## src/rtl/ir_lcd_pkg.sv

```systemverilog
// Shared constants and state encoding for the IR-to-LCD entry controller.
// Key codes, LCD instruction bytes and FSM states.
package ir_lcd_pkg;

  localparam logic [7:0] KEY_CLEAR_DEF = 8'h0F;
  localparam logic [7:0] KEY_BACK_DEF  = 8'h0E;
  localparam logic [7:0] KEY_ENTER_DEF = 8'h12;
  localparam logic [7:0] KEY_DIGIT_MAX = 8'h09;

  localparam logic [7:0] LCD_CLEAR  = 8'h01;
  localparam logic [7:0] DDRAM_ROW0 = 8'h80;
  localparam logic [7:0] ASCII_0    = 8'h30;
  localparam logic [7:0] ASCII_SP   = 8'h20;

  typedef enum logic [2:0] {
    S_INIT,
    S_IDLE,
    S_DECODE,
    S_SET_ADDR,
    S_WR_CHAR,
    S_CLR,
    S_DONE
  } state_t;

endpackage

```

## src/rtl/lcd_wr_port.sv

```systemverilog
// Single-byte LCD write port: holds req/cmd/byte from start until ack.
// done is the ack cycle itself, so req is low the following cycle.
module lcd_wr_port (
  input  logic       clk,
  input  logic       rst_n,
  input  logic       start,
  input  logic       start_cmd,
  input  logic [7:0] start_byte,
  input  logic       ack,
  output logic       req,
  output logic       cmd,
  output logic [7:0] data,
  output logic       done
);

  assign done = req & ack;

  always_ff @(posedge clk) begin
    if (!rst_n) begin
      req  <= 1'b0;
      cmd  <= 1'b0;
      data <= 8'h00;
    end else if (done) begin
      req <= 1'b0;
    end else if (start && !req) begin
      req  <= 1'b1;
      cmd  <= start_cmd;
      data <= start_byte;
    end
  end

endmodule

```

## src/rtl/ir_lcd_entry_ctrl.sv

```systemverilog
// IR key to LCD entry-field sequencer with a one-deep pending key slot.
// Tracks digit count, binary value and sticky saturation of the entry.
module ir_lcd_entry_ctrl
  import ir_lcd_pkg::*;
#(
  parameter int         LINE_LEN  = 16,
  parameter int         VALUE_W   = 16,
  parameter logic [7:0] KEY_CLEAR = KEY_CLEAR_DEF,
  parameter logic [7:0] KEY_BACK  = KEY_BACK_DEF,
  parameter logic [7:0] KEY_ENTER = KEY_ENTER_DEF
) (
  input  logic               clk,
  input  logic               rst_n,
  input  logic               key_valid,
  input  logic [7:0]         key_code,
  output logic               lcd_wr_req,
  output logic               lcd_cmd,
  output logic [7:0]         lcd_byte,
  input  logic               lcd_wr_ack,
  output logic [4:0]         entry_len,
  output logic [VALUE_W-1:0] entry_value,
  output logic               entry_sat,
  output logic               entry_done,
  output logic               key_dropped
);

  localparam logic [4:0] LEN_MAX = 5'(LINE_LEN);
  localparam int         MW      = VALUE_W + 4;

  state_t state, state_nx;

  logic [7:0]    key;
  logic [7:0]    pend;
  logic          pend_vld;
  logic          issued;
  logic          start;
  logic          start_cmd;
  logic [7:0]    start_byte;
  logic          done;
  logic          is_digit;
  logic          is_back;
  logic          is_clear;
  logic          is_enter;
  logic [3:0]    digit;
  logic [4:0]    addr;
  logic [MW-1:0] mul;
  logic          ovf;

  assign is_digit = (key <= KEY_DIGIT_MAX);
  assign is_back  = (key == KEY_BACK);
  assign is_clear = (key == KEY_CLEAR);
  assign is_enter = (key == KEY_ENTER);
  assign digit    = key[3:0];
  assign addr     = is_digit ? entry_len : entry_len - 5'd1;
  assign mul      = MW'(entry_value) * MW'(10) + MW'(digit);
  assign ovf      = |mul[MW-1:VALUE_W];

  assign key_dropped = key_valid && (state != S_IDLE) && pend_vld;

  always_ff @(posedge clk) begin
    if (!rst_n) state <= S_INIT;
    else        state <= state_nx;
  end

  always_comb begin
    state_nx = state;
    unique case (state)
      S_INIT:     if (done) state_nx = S_IDLE;
      S_IDLE:     if (pend_vld || key_valid) state_nx = S_DECODE;
      S_DECODE: begin
        unique case (1'b1)
          is_digit: state_nx = (entry_len < LEN_MAX) ? S_SET_ADDR : S_IDLE;
          is_back:  state_nx = (entry_len != 5'd0) ? S_SET_ADDR : S_IDLE;
          is_clear: state_nx = S_CLR;
          is_enter: state_nx = S_DONE;
          default:  state_nx = S_IDLE;
        endcase
      end
      S_SET_ADDR: if (done) state_nx = S_WR_CHAR;
      S_WR_CHAR:  if (done) state_nx = S_IDLE;
      S_CLR:      if (done) state_nx = S_IDLE;
      S_DONE:     state_nx = S_CLR;
      default:    state_nx = S_INIT;
    endcase
  end

  always_comb begin
    start      = 1'b0;
    start_cmd  = 1'b0;
    start_byte = 8'h00;
    entry_done = 1'b0;
    unique case (state)
      S_INIT, S_CLR: begin
        start      = !issued;
        start_cmd  = 1'b1;
        start_byte = LCD_CLEAR;
      end
      S_SET_ADDR: begin
        start      = !issued;
        start_cmd  = 1'b1;
        start_byte = DDRAM_ROW0 | {3'b000, addr};
      end
      S_WR_CHAR: begin
        start      = !issued;
        start_byte = is_digit ? ASCII_0 + {4'h0, digit} : ASCII_SP;
      end
      S_DONE:  entry_done = 1'b1;
      default: ;
    endcase
  end

  always_ff @(posedge clk) begin
    if (!rst_n) begin
      key         <= 8'h00;
      pend        <= 8'h00;
      pend_vld    <= 1'b0;
      issued      <= 1'b0;
      entry_len   <= 5'd0;
      entry_value <= '0;
      entry_sat   <= 1'b0;
    end else begin
      if (start) issued <= 1'b1;
      if (done)  issued <= 1'b0;
      // The slot drains only in IDLE; a key arriving that cycle refills it.
      if (state == S_IDLE) begin
        if (pend_vld) begin
          key      <= pend;
          pend_vld <= key_valid;
          if (key_valid) pend <= key_code;
        end else if (key_valid) begin
          key <= key_code;
        end
      end else if (key_valid && !pend_vld) begin
        pend     <= key_code;
        pend_vld <= 1'b1;
      end
      if (state == S_WR_CHAR && done) begin
        if (is_digit) begin
          entry_len   <= entry_len + 5'd1;
          entry_value <= ovf ? '1 : mul[VALUE_W-1:0];
          if (ovf) entry_sat <= 1'b1;
        end else begin
          entry_len <= entry_len - 5'd1;
          if (!entry_sat) entry_value <= entry_value / VALUE_W'(10);
        end
      end
      if (state == S_CLR && done) begin
        entry_len   <= 5'd0;
        entry_value <= '0;
        entry_sat   <= 1'b0;
      end
    end
  end

  lcd_wr_port u_port (
    .clk        (clk),
    .rst_n      (rst_n),
    .start      (start),
    .start_cmd  (start_cmd),
    .start_byte (start_byte),
    .ack        (lcd_wr_ack),
    .req        (lcd_wr_req),
    .cmd        (lcd_cmd),
    .data       (lcd_byte),
    .done       (done)
  );

endmodule
```

## config.mk

```make
export PLATFORM = sky130hd
export DESIGN_NAME = ir_lcd_entry_ctrl
export DESIGN_NICKNAME = d
export VERILOG_FILES = /design/src/rtl/ir_lcd_pkg.sv /design/src/rtl/lcd_wr_port.sv /design/src/rtl/ir_lcd_entry_ctrl.sv
export SDC_FILE = /design/constraint.sdc
export NUM_CORES = 1
export LEC_CHECK = 0
export ABC_CLOCK_PERIOD_IN_PS = 6800
export BUFFER_PORTS_ARGS = -buffer_cell sky130_fd_sc_hd__buf_2
export CORE_MARGIN = 5
export CORE_UTILIZATION = 35
export CTS_BUF_LIST = sky130_fd_sc_hd__clkbuf_4
export DETAILED_ROUTE_END_ITERATION = 8
export MAX_ROUTING_LAYER = met4
export PLACE_DENSITY = 0.53
export SLEW_MARGIN = 10
export SYNTH_ARGS = -nofsm -noshare
export SYNTH_HDL_FRONTEND = slang
export SYNTH_SLANG_ARGS = --single-unit
```

## constraint.sdc

```tcl
create_clock -name clk -period 6.8 [get_ports clk]
set_input_delay 1.02 -clock clk [delete_from_list [all_inputs] [get_ports clk]]
set_output_delay 1.02 -clock clk [all_outputs]
set_load 0.02 [all_outputs]
```

==> results of run 1 <==
[logic make-up after synthesis]
| group | count (synthesis) | share of synthesized area |
|---|---|---|
| simple gates | 257 | 0.243 |
| compound gates | 242 | 0.320 |
| buf+inv | 79 | 0.0607 |
| flops | 52 | 0.192 |
| fa+ha+maj | 38 | 0.0902 |
| xor+xnor | 32 | 0.0517 |
| mux | 22 | 0.0415 |
| other cells | 1 | 0.000692 |
[registers in the layout, indices dropped and copies added (netlist names)]
register and cells:
entry_value 16, entry_len 5, issued 1, pend 8
entry_sat 1, u_port.req 1, key 8, pend_vld 1
state 3, u_port.cmd 1, u_port.data 7
[layer usage]
layer | up-vias | global-route usage
met5 | - | -
met4 | 0 | 0.0419
met3 | 17 | 0.0183
met2 | 152 | 0.275
met1 | 2577 | 0.225
li1 | 2749 | -
[where the power goes]
group          total [uW]  switching (uW)  internal, uW  leakage [uW]
clock network         147             103          43.6     0.0000293
registers             397            48.5           349      0.000423
logic                 414             263           151       0.00195
[metrics by stage]
stage	instance area (sq um)	hold WS, ns	cells
finish	5800	0.482	926
CTS	5800	0.483	926
global placement	5740	0.456	918
global route	5800	0.521	926
floorplan	5420	0.473	723
detailed placement	5740	0.462	918
[cell usage in the layout, fill, tap and decap left out, drive strengths merged, types with 30 or more instances in the layout]
cell	netlist	routed
o21ai	39	39
dfxtp	52	52
nand3	30	30
buf	18	53
nor2	64	64
a21oi	52	52
nand2	58	58
inv	31	31
ha	35	35
[cell type report]
| cell class | count | area, sq um | area share |
|---|---|---|---|
| clock buffer | 6 | 45.0 | 0.00777 |
| clock inverter | 2 | 11.3 | 0.00194 |
| inverter | 33 | 124 | 0.0214 |
| multi-input combinational | 592 | 4060 | 0.699 |
| sequential | 52 | 1040 | 0.179 |
| tap | 188 | 235 | 0.0406 |
| timing repair buffer | 53 | 288 | 0.0496 |
[critical path: stages (launching register included)]
cell and delay, ns:
dfxtp_1 0.97, nor2b_1 0.45, nand3_1 0.17, a21oi_1 0.32
nor4_1 0.10, a222oi_1 0.91, mux2_4 0.36, nor2_1 0.05
or4b_1 0.52, a32oi_1 0.46, nor4b_2 0.37, a221o_1 0.20
nor2_2 0.07, maj3_2 0.32, a2111oi_2 0.38, o32ai_1 0.14
[worst paths after layout]
kind | cells past startpoint | to | slack, ns | start
worst max-delay path | 15 | entry_value[1]$_SDFFE_PP0P_ | 0.88 | entry_value[11]$_SDFFE_PP0P_
worst min-delay path | 2 | u_port.data[7]$_SDFFE_PN0P_ | 0.48 | u_port.data[7]$_SDFFE_PN0P_
worst max register to register | 15 | entry_value[1]$_SDFFE_PP0P_ | 0.88 | entry_value[11]$_SDFFE_PP0P_
worst min register to register | 2 | u_port.data[7]$_SDFFE_PN0P_ | 0.48 | u_port.data[7]$_SDFFE_PN0P_
==> reports/results.ini, run 1 <==
[synth]
synth_top_flop_cell=dfxtp_1
post-synth-top-area-fraction=0.192
synth.ff_latch_count=52
synth_async_sr_flop_share=0
ys_top_cells_by_area=dfxtp_1 (19%), ha_1 (8.1%), a21oi_1 (4.8%)
synthesis.yosys.warnings=0
most_instantiated_cells_after_synthesis=nor2_1 (63), nand2_1 (58), a21oi_1 (52), dfxtp_1 (52), o21ai_0 (38)
yosys.cell_types.count=88
synth_top_cell_by_area=dfxtp_1
syn-cell-area_sq_mm=0.00542
post-synth-top-count-cell=nor2_1
synth-edff-count=0
synth.yosys.seq_area_share=0.192
synthCells=723
syn_area_cell_sq_um=7.50
net_count_after_synthesis=772

[timing]
unrepaired_setup_endpoints_after_global_routing=no
postLayoutSetupSlackWorst_ns=0.876
finalClockSkew_ns=0.00818
final.min_clock_period_ns=5.92
finalCritPeriodShare=0.871
tns_ns=0
fmax_ghz=0.169
worst_slew_pin_slew_ns=1.03
maxSlewHeadroom=0.312
finalHoldViolations=0
final-max-slew-violation-count=0
timing.final.setup_violations=0

[placed_design]
routabilityCongestion=0.876
dpl_worst_slack_ns=0.999
portBuffers=44
dp.final_hpwl_um=11500

[layout]
fin_util=0.382
areaGrowthSynthToFinish_pct=6.99
drive_gt1_frac=0.110
fill_cells=1616
finish.net_count=786
diodes=0

[pwr]
pwr_dens_mw_per_mm2=165
worst_ir_drop_vdd_mv=0.182
cellLeakagePower_uw=0.00241
report.power.total_uw=957

[global_routing]
grt_start_max_net_pins=32
global_route_usage_sum=0.169
overflow=0
antenna_found_initial=0
grt_pass1_wl_um=25400
vias_in_the_first_global_route=5168

[flow_run]
max_cap_viol_count=0

[clock_network]
clock-sinks=52
ctsResizeCount=0
cts_setup_buffers=0
path_clk_slew_ns=0.16
cts_tree=built
cts_max_path_buffers=2
htree_levels=2
hold_buffers=0
numCtsBuffers=5
clk-insertion-delay-late_ns=0.38
cts_root_buf=clkbuf_4

[routing]
drc=0
routed.top_layer=met4
drt_pass1_iterations=7
met3_wirelength_um=523
met1Wirelength_um=7310
routedWlPerCell_um=16.5
via_per_inst=5.93
count_of_routing_violations_after_the_opening_detailed_route_iteration=499
drt.antenna.violating_nets=0
wl_met2_um=7280
routed-via-count=5495
totalWireLength_um=15300

[min_path]
hold_path_class=reg2reg

[critical_path]
worst_ep_arrival_time_ns=6.17
timing_worst_setup_path_type=reg2reg
worstSetupStartpointType=flop
crit_path_max_fo=24
setup.worst_path.end_class=flop
worstPathRequired_ns=7.05

[floorplan]
floorplan.core_area_sq_mm=0.0152
rows=45
io_pins=46
fp.dieW_um=134
floorplan.initialDensity=0.357
die-height_um=134
dieArea_sq_mm=0.0181

[status]
outcome=finished clean

No activity file was read; power rests on OpenSTA's default activity.
==> run 2: changes to the inputs <==
--- a/config.mk
+++ b/config.mk
@@ -12,7 +12,7 @@
 export CTS_BUF_LIST = sky130_fd_sc_hd__clkbuf_4
 export DETAILED_ROUTE_END_ITERATION = 8
 export MAX_ROUTING_LAYER = met4
-export PLACE_DENSITY = 0.53
+export PLACE_DENSITY_LB_ADDON = 0.12
 export SLEW_MARGIN = 10
 export SYNTH_ARGS = -nofsm -noshare
 export SYNTH_HDL_FRONTEND = slang
==> run 2 against run 1 <==
- setup slack gained 0.041 ns
- sequential power hardly changed
- combinational power barely moved
- clock-buffer cell count is the same
- die area unchanged
- register-to-register slack better by 0.04 ns
- largest cell class unchanged
==> reports/results.ini, run 2 (synthesis results as in run 1) <==
[global_routing]
peak_usage_layer_in_the_global_routing_report=met2
global_route_usage_sum=0.168
antenna_found_initial=0
vias_in_the_first_global_route=5022
overflow=0
grt_start_max_net_pins=32
grt_util_met1=0.220
grt_pass1_wl_um=25100
grt.met2_usage=0.280
gr-usage-met3=0.0153

[critical_path]
crit_path_max_fo=23
timing_worst_setup_path_type=reg2reg
rr_startpoint=entry_value[14]$_SDFFE_PP0P_
setup.worst_path.end_class=flop
worst_setup_path_startpoint=entry_value[14]$_SDFFE_PP0P_
crit_path_top_delay_cell=dfxtp_1
path_cells=xor2_1, o32ai_1, o21ai_0, o2bb2ai_1, a222oi_1, mux2_4, nor2_1, or4b_1, a32oi_1, nor4b_2, a221o_1, nor2_2, maj3_2, a2111oi_2, o32ai_1
worstPathRequired_ns=7.07
critPathBufInv=0
cp_slowest_stage_delay_ns=0.89
critical-path-top-cell-by-count=o32ai_1
worst_ep_arrival_time_ns=6.15
worstSetupStartpointType=flop
worst_path_dominant_cell_family=compound AO/OA/AOI/OAI gates

[pwr]
worst_ir_drop_vdd_mv=0.154
power.internal_uw=581
p_seq_frac=0.398
pwr_dens_mw_per_mm2=172
net-switching-power_uw=418
cellLeakagePower_uw=0.00242
power_frac_clock=0.187
power_frac_comb=0.416
sw_frac_of_total=0.419

[clock_network]
cts_tree=built
clk-insertion-delay-late_ns=0.39
clock-sinks=52
hold_buffers=0
cts_setup_buffers=0
cts_root_buf=clkbuf_4
cts_max_path_buffers=2
path_clk_slew_ns=0.16
ctsResizeCount=0
htree_levels=2
numCtsBuffers=5

[layout]
most-common-layout-cells=nor2_1 (63), nand2_1 (58), a21oi_1 (52), dfxtp_1 (52), buf_2 (44)
largest_reg_flops=16
fin_util=0.383
multi_input_area_sq_mm=0.00406
finish.net_count=785
layout.cell_area.non_filler_sq_mm=0.00582
largest_register=entry_value
areaGrowthSynthToFinish_pct=7.29
layout.cells.most_common=nor2_1
diodes=0
drive_gt1_frac=0.110
biggestRegsByFlops=entry_value x16, key x8, pend x8
fill_cells=1581
final-seq-area_sq_mm=0.00104

[routing]
count_of_routing_violations_after_the_opening_detailed_route_iteration=548
drt_pass1_iterations=5
routed-via-count=5452
via_per_inst=5.89
totalWireLength_um=15100
drt.antenna.violating_nets=0
routedWlPerCell_um=16.3
drc=0

[placed_design]
dpl_worst_slack_ns=1.05
portBuffers=44
routabilityCongestion=0.830
dp.final_hpwl_um=11300
placement.cell_area_sq_mm=0.00574

[floorplan]
die-height_um=134
fp.dieW_um=134
rows=45
floorplan.core_area_sq_mm=0.0152
io_pins=46
floorplan.initialDensity=0.357
dieArea_sq_mm=0.0181

[timing]
final-max-slew-violation-count=0
timing.final.setup_violations=0
unrepaired_setup_endpoints_after_global_routing=no
tns_ns=0
finalCritPeriodShare=0.865
maxSlewHeadroom=0.382
finalHoldViolations=0
finalClockSkew_ns=0.0127
worst_slew_pin_slew_ns=0.928
postLayoutSetupSlackWorst_ns=0.917
final.min_clock_period_ns=5.88
fmax_ghz=0.170

[flow_run]
max_cap_viol_count=0

[min_path]
hold_path_class=reg2reg
holdCritStartpoint=u_port.data[5]$_SDFFE_PN0P_

[status]
outcome=finished clean

==> run 2: changes by cell type in the layout (fill, tap and decap cells not counted), sizes merged <==
cell | previous run | this run
buf | 53 | 52
clkinvlp | 1 | 0
bufinv | 0 | 1
==> run 2: layer usage <==
layer	part of all wire	routed length, um
met1	0.47	7060
met2	0.48	7210
met3	0.035	524
met4	0.018	274
met5	0	0
==> run 2: worst min-delay path, stage by stage, from the launching register on <==
cell and delay [ns]:
dfxtp_1 0.34, nand2_1 0.05, a21boi_0 0.07
==> run 2: worst paths after layout <==
kind / end / slack, ns / depth (start not counted)
setup / recovery: entry_value[1]$_SDFFE_PP0P_ / 0.92 / 15
setup reg to reg: entry_value[1]$_SDFFE_PP0P_ / 0.92 / 15
hold reg to reg: u_port.data[5]$_SDFFE_PN0P_ / 0.48 / 2
hold / removal: u_port.data[5]$_SDFFE_PN0P_ / 0.48 / 2
==> run 2: power by group through the flow <==
| stage | combinational (uW) | sequential, uW | clock, uW |
|---|---|---|---|
| finish | 415 | 397 | 187 |
| global route | 463 | 406 | 205 |
| CTS | 420 | 397 | 199 |
| detailed placement | 418 | 404 | 0 |
| global placement | 413 | 402 | 0 |
| floorplan | 308 | 399 | 0 |
==> run 2: layout make-up <==
type	count	share of cell area
Tap cell	188	0.0404
Multi-Input combinational cell	592	0.697
Inverter	33	0.0213
Clock inverter	2	0.00602
Timing Repair Buffer	52	0.0482
Clock buffer	6	0.00774
Sequential cell	52	0.179
==> run 2: stage by stage <==
step	power, uW	std cells	hold slack, ns
after detailed placement	821	917	0.470
after CTS	1020	925	0.491
after global placement	814	917	0.462
after floorplan	707	723	0.473
final	999	925	0.482
after global routing	1070	925	0.525
==> run 3: changes to the inputs <==
--- a/config.mk
+++ b/config.mk
@@ -11,9 +11,10 @@
 export CORE_UTILIZATION = 35
 export CTS_BUF_LIST = sky130_fd_sc_hd__clkbuf_4
 export DETAILED_ROUTE_END_ITERATION = 8
-export MAX_ROUTING_LAYER = met4
+export GPL_TIMING_DRIVEN = 0
 export PLACE_DENSITY_LB_ADDON = 0.12
 export SLEW_MARGIN = 10
 export SYNTH_ARGS = -nofsm -noshare
 export SYNTH_HDL_FRONTEND = slang
+export SYNTH_HIERARCHICAL = 1
 export SYNTH_SLANG_ARGS = --single-unit
==> run 3 against run 2 <==
- combinational power decreased by 58%
- first-iteration DRC count decreased by 26%
- design area increased by 7.3%
- sequential share of layout area decreased by 0.90 points
- maximum frequency increased by 19%
- total power decreased by 29%
- clock skew decreased by 0.0061 ns
- largest cell class unchanged
- hold slack got worse by 0.015 ns
- clock power about the same
- non-clock buffer count increased by 43
- core utilization increased by 1.0 points
==> reports/results.ini, run 3 <==
[status]
outcome=finished clean

[floorplan]
rows=46
io_pins=46
die-height_um=137
floorplan.core_area_sq_mm=0.0159
floorplan.initialDensity=0.357
dieArea_sq_mm=0.0188
fp.dieW_um=137

[layout]
layout.cells.most_common=nand2_1
largest_reg_flops=16
multi_input_area_sq_mm=0.00421
diodes=0
layout.cells.non_filler=997
largest_register=entry_value
fill_cells=1720
drive_gt1_frac=0.141
areaGrowthSynthToFinish_pct=10.1
finish.net_count=829
most-common-layout-cells=nand2_1 (75), nor2_1 (59), buf_2 (55)
final-seq-area_sq_mm=0.00106

[global_routing]
overflow=0
antenna_found_initial=0
grt_pass1_wl_um=26100
vias_in_the_first_global_route=5384
grt.met2_usage=0.290
grt_util_met1=0.221
global_route_usage_sum=0.166
grt_start_max_net_pins=16
peak_usage_layer_in_the_global_routing_report=met2
gr-usage-met3=0.0205

[critical_path]
path_cells=ha_1, ha_1, inv_1, fa_1, nor2b_1, o21ai_0, a21boi_0, o21a_1, o21ai_0, o21a_1, a21o_1, a31oi_1, nor3_1, or4_1, and3_1, clkbuf_1, nor2_1, a221oi_1, a21oi_1, nor2_1
cp_slowest_stage_delay_ns=0.51
setup.worst_path.end_class=flop
timing.reg2reg.worst_path_depth=20
worstSetupStartpointType=flop
worstPathRequired_ns=7.09
worst_ep_arrival_time_ns=5.24
crit_path_top_delay_cell=nor2_1
timing_worst_setup_path_type=reg2reg
timing.reg2reg.setup_slack_ns=1.85
rr_startpoint=entry_value[3]$_SDFFE_PP0P_
crit_path_max_fo=11
critical_path.reg2reg.endpoint=entry_value[12]$_SDFFE_PP0P_

[routing]
routed-via-count=5621
drc=0
drt_pass1_iterations=5
totalWireLength_um=15600
drt.antenna.violating_nets=0
via_per_inst=5.64
count_of_routing_violations_after_the_opening_detailed_route_iteration=404
routedWlPerCell_um=15.7

[pwr]
sw_frac_of_total=0.327
pwr_dens_mw_per_mm2=113
net-switching-power_uw=231
power_frac_clock=0.265
worst_ir_drop_vdd_mv=0.117
power.internal_uw=474
cellLeakagePower_uw=0.00273
power_frac_comb=0.249
p_seq_frac=0.485

[synth]
ys_top_cells_by_area=dfxtp_1 (19%), ha_1 (7.7%), mux2i_1 (6.0%)
synth.ff_latch_count=53
synthesis.yosys.warnings=6
net_count_after_synthesis=777
syn_area_cell_sq_um=7.78
post-synth-top-area-fraction=0.187
synth_async_sr_flop_share=0
synth.yosys.seq_area_share=0.187
syn-cell-area_sq_mm=0.00567
most_instantiated_cells_after_synthesis=nand2_1 (75), nor2_1 (59), dfxtp_1 (53)
synthCells=728
post-synth-top-count-cell=nand2_1
synth-edff-count=0
synth_top_flop_cell=dfxtp_1
yosys.cell_types.count=100
synth_top_cell_by_area=dfxtp_1

[placed_design]
dpl_worst_slack_ns=1.79
portBuffers=45
placed_cells=989
routabilityCongestion=0.860
dp.final_hpwl_um=12200

[min_path]
hold_path_class=reg2reg
holdCritStartpoint=u_port/data[5]$_SDFFE_PN0P_
min_path_cells=2
hold_end=u_port/data[5]$_SDFFE_PN0P_

[clock_network]
numCtsBuffers=5
ctsResizeCount=0
htree_levels=2
cts_tree=built
clock-sinks=53
hold_buffers=0
cts_max_path_buffers=2
path_clk_slew_ns=0.16
cts_root_buf=clkbuf_4
cts_setup_buffers=0
clk-insertion-delay-late_ns=0.39

[timing]
fmax_ghz=0.202
worst_hold_slack_ns=0.467
final-max-slew-violation-count=0
finalClockSkew_ns=0.00668
unrepaired_setup_endpoints_after_global_routing=no
worst_slew_pin_slew_ns=0.776
timing.final.setup_violations=0
finalCritPeriodShare=0.729
maxSlewHeadroom=0.478
tns_ns=0
final.min_clock_period_ns=4.95
finalHoldViolations=0
postLayoutSetupSlackWorst_ns=1.85

[flow_run]
max_cap_viol_count=0

[run 3: logic make-up (layout without fill, tap and decap cells)]
kind of cell,count (synthesis),count (layout),share of synthesized area
multiplexers,36,36,0.0667
adder cells (fa/ha/maj),40,40,0.0896
XOR/XNOR,33,33,0.0543
AO/OA/AOI/OAI,214,214,0.281
flip-flops,53,53,0.187
other,1,1,0.000662
buffers and inverters,81,134,0.0698
AND/OR/NAND/NOR,270,270,0.251
[run 3: worst max-delay path by stage]
stage | startpoint | end | slack [ns] | cells past startpoint
global route | entry_value[3]$_SDFFE_PP0P_ | entry_value[7]$_SDFFE_PP0P_ | 1.35 | 20
floorplan | entry_value[14]$_SDFFE_PP0P_ | entry_value[0]$_SDFFE_PP0P_ | 2.54 | 16
CTS | entry_value[3]$_SDFFE_PP0P_ | entry_value[12]$_SDFFE_PP0P_ | 1.77 | 20
detailed placement | entry_value[3]$_SDFFE_PP0P_ | entry_value[12]$_SDFFE_PP0P_ | 1.79 | 20
finish | entry_value[3]$_SDFFE_PP0P_ | entry_value[12]$_SDFFE_PP0P_ | 1.85 | 20
global placement | entry_value[3]$_SDFFE_PP0P_ | entry_value[12]$_SDFFE_PP0P_ | 1.81 | 20
[run 3: critical path, delay by kind of cell, from the launching register on]
family                     cells  cell delay, ns
adders and majority gates      3            0.90
AOI/OAI and AO/OA              9            1.83
DFF                            1            0.48
and+or+nand+nor                6            1.35
buffers and inverters          2            0.29
[run 3: power by group through the flow]
stage / clock, uW / combinational [uW] / sequential, uW
after floorplan: 0 / 124 / 351
after global placement: 0 / 176 / 349
after detailed placement: 0 / 179 / 349
after CTS: 194 / 179 / 342
after global routing: 207 / 198 / 345
final: 187 / 176 / 342
[run 3: final cells by class]
| cell class | count | area share |
|---|---|---|
| well taps | 216 | 0.0433 |
| clock inverters | 2 | 0.00541 |
| clock buffers | 6 | 0.00722 |
| flip-flops and latches | 53 | 0.170 |
| plain buffers | 50 | 0.0447 |
| inverters | 31 | 0.0186 |
| multi-input cells | 594 | 0.675 |
| repair buffers | 45 | 0.0361 |
[run 3: per-stage QoR]
step,area [sq um],utilization,power [uW]
2_1_floorplan,5670,-,475
3_3_place_gp,6160,0.388,525
3_5_place_dp,6160,0.388,528
4_1_cts,6240,0.393,716
5_1_grt,6240,0.393,750
6_report,6240,0.393,705
[run 3: metal layers]
layer  routed length, um  vias to the layer above  part of all wire
li1                    -                     2804                 -
met1                7390                     2666              0.47
met2                7510                      134              0.48
met3                 530                       17             0.034
met4                 187                        0             0.012
met5                   0                        -                 0
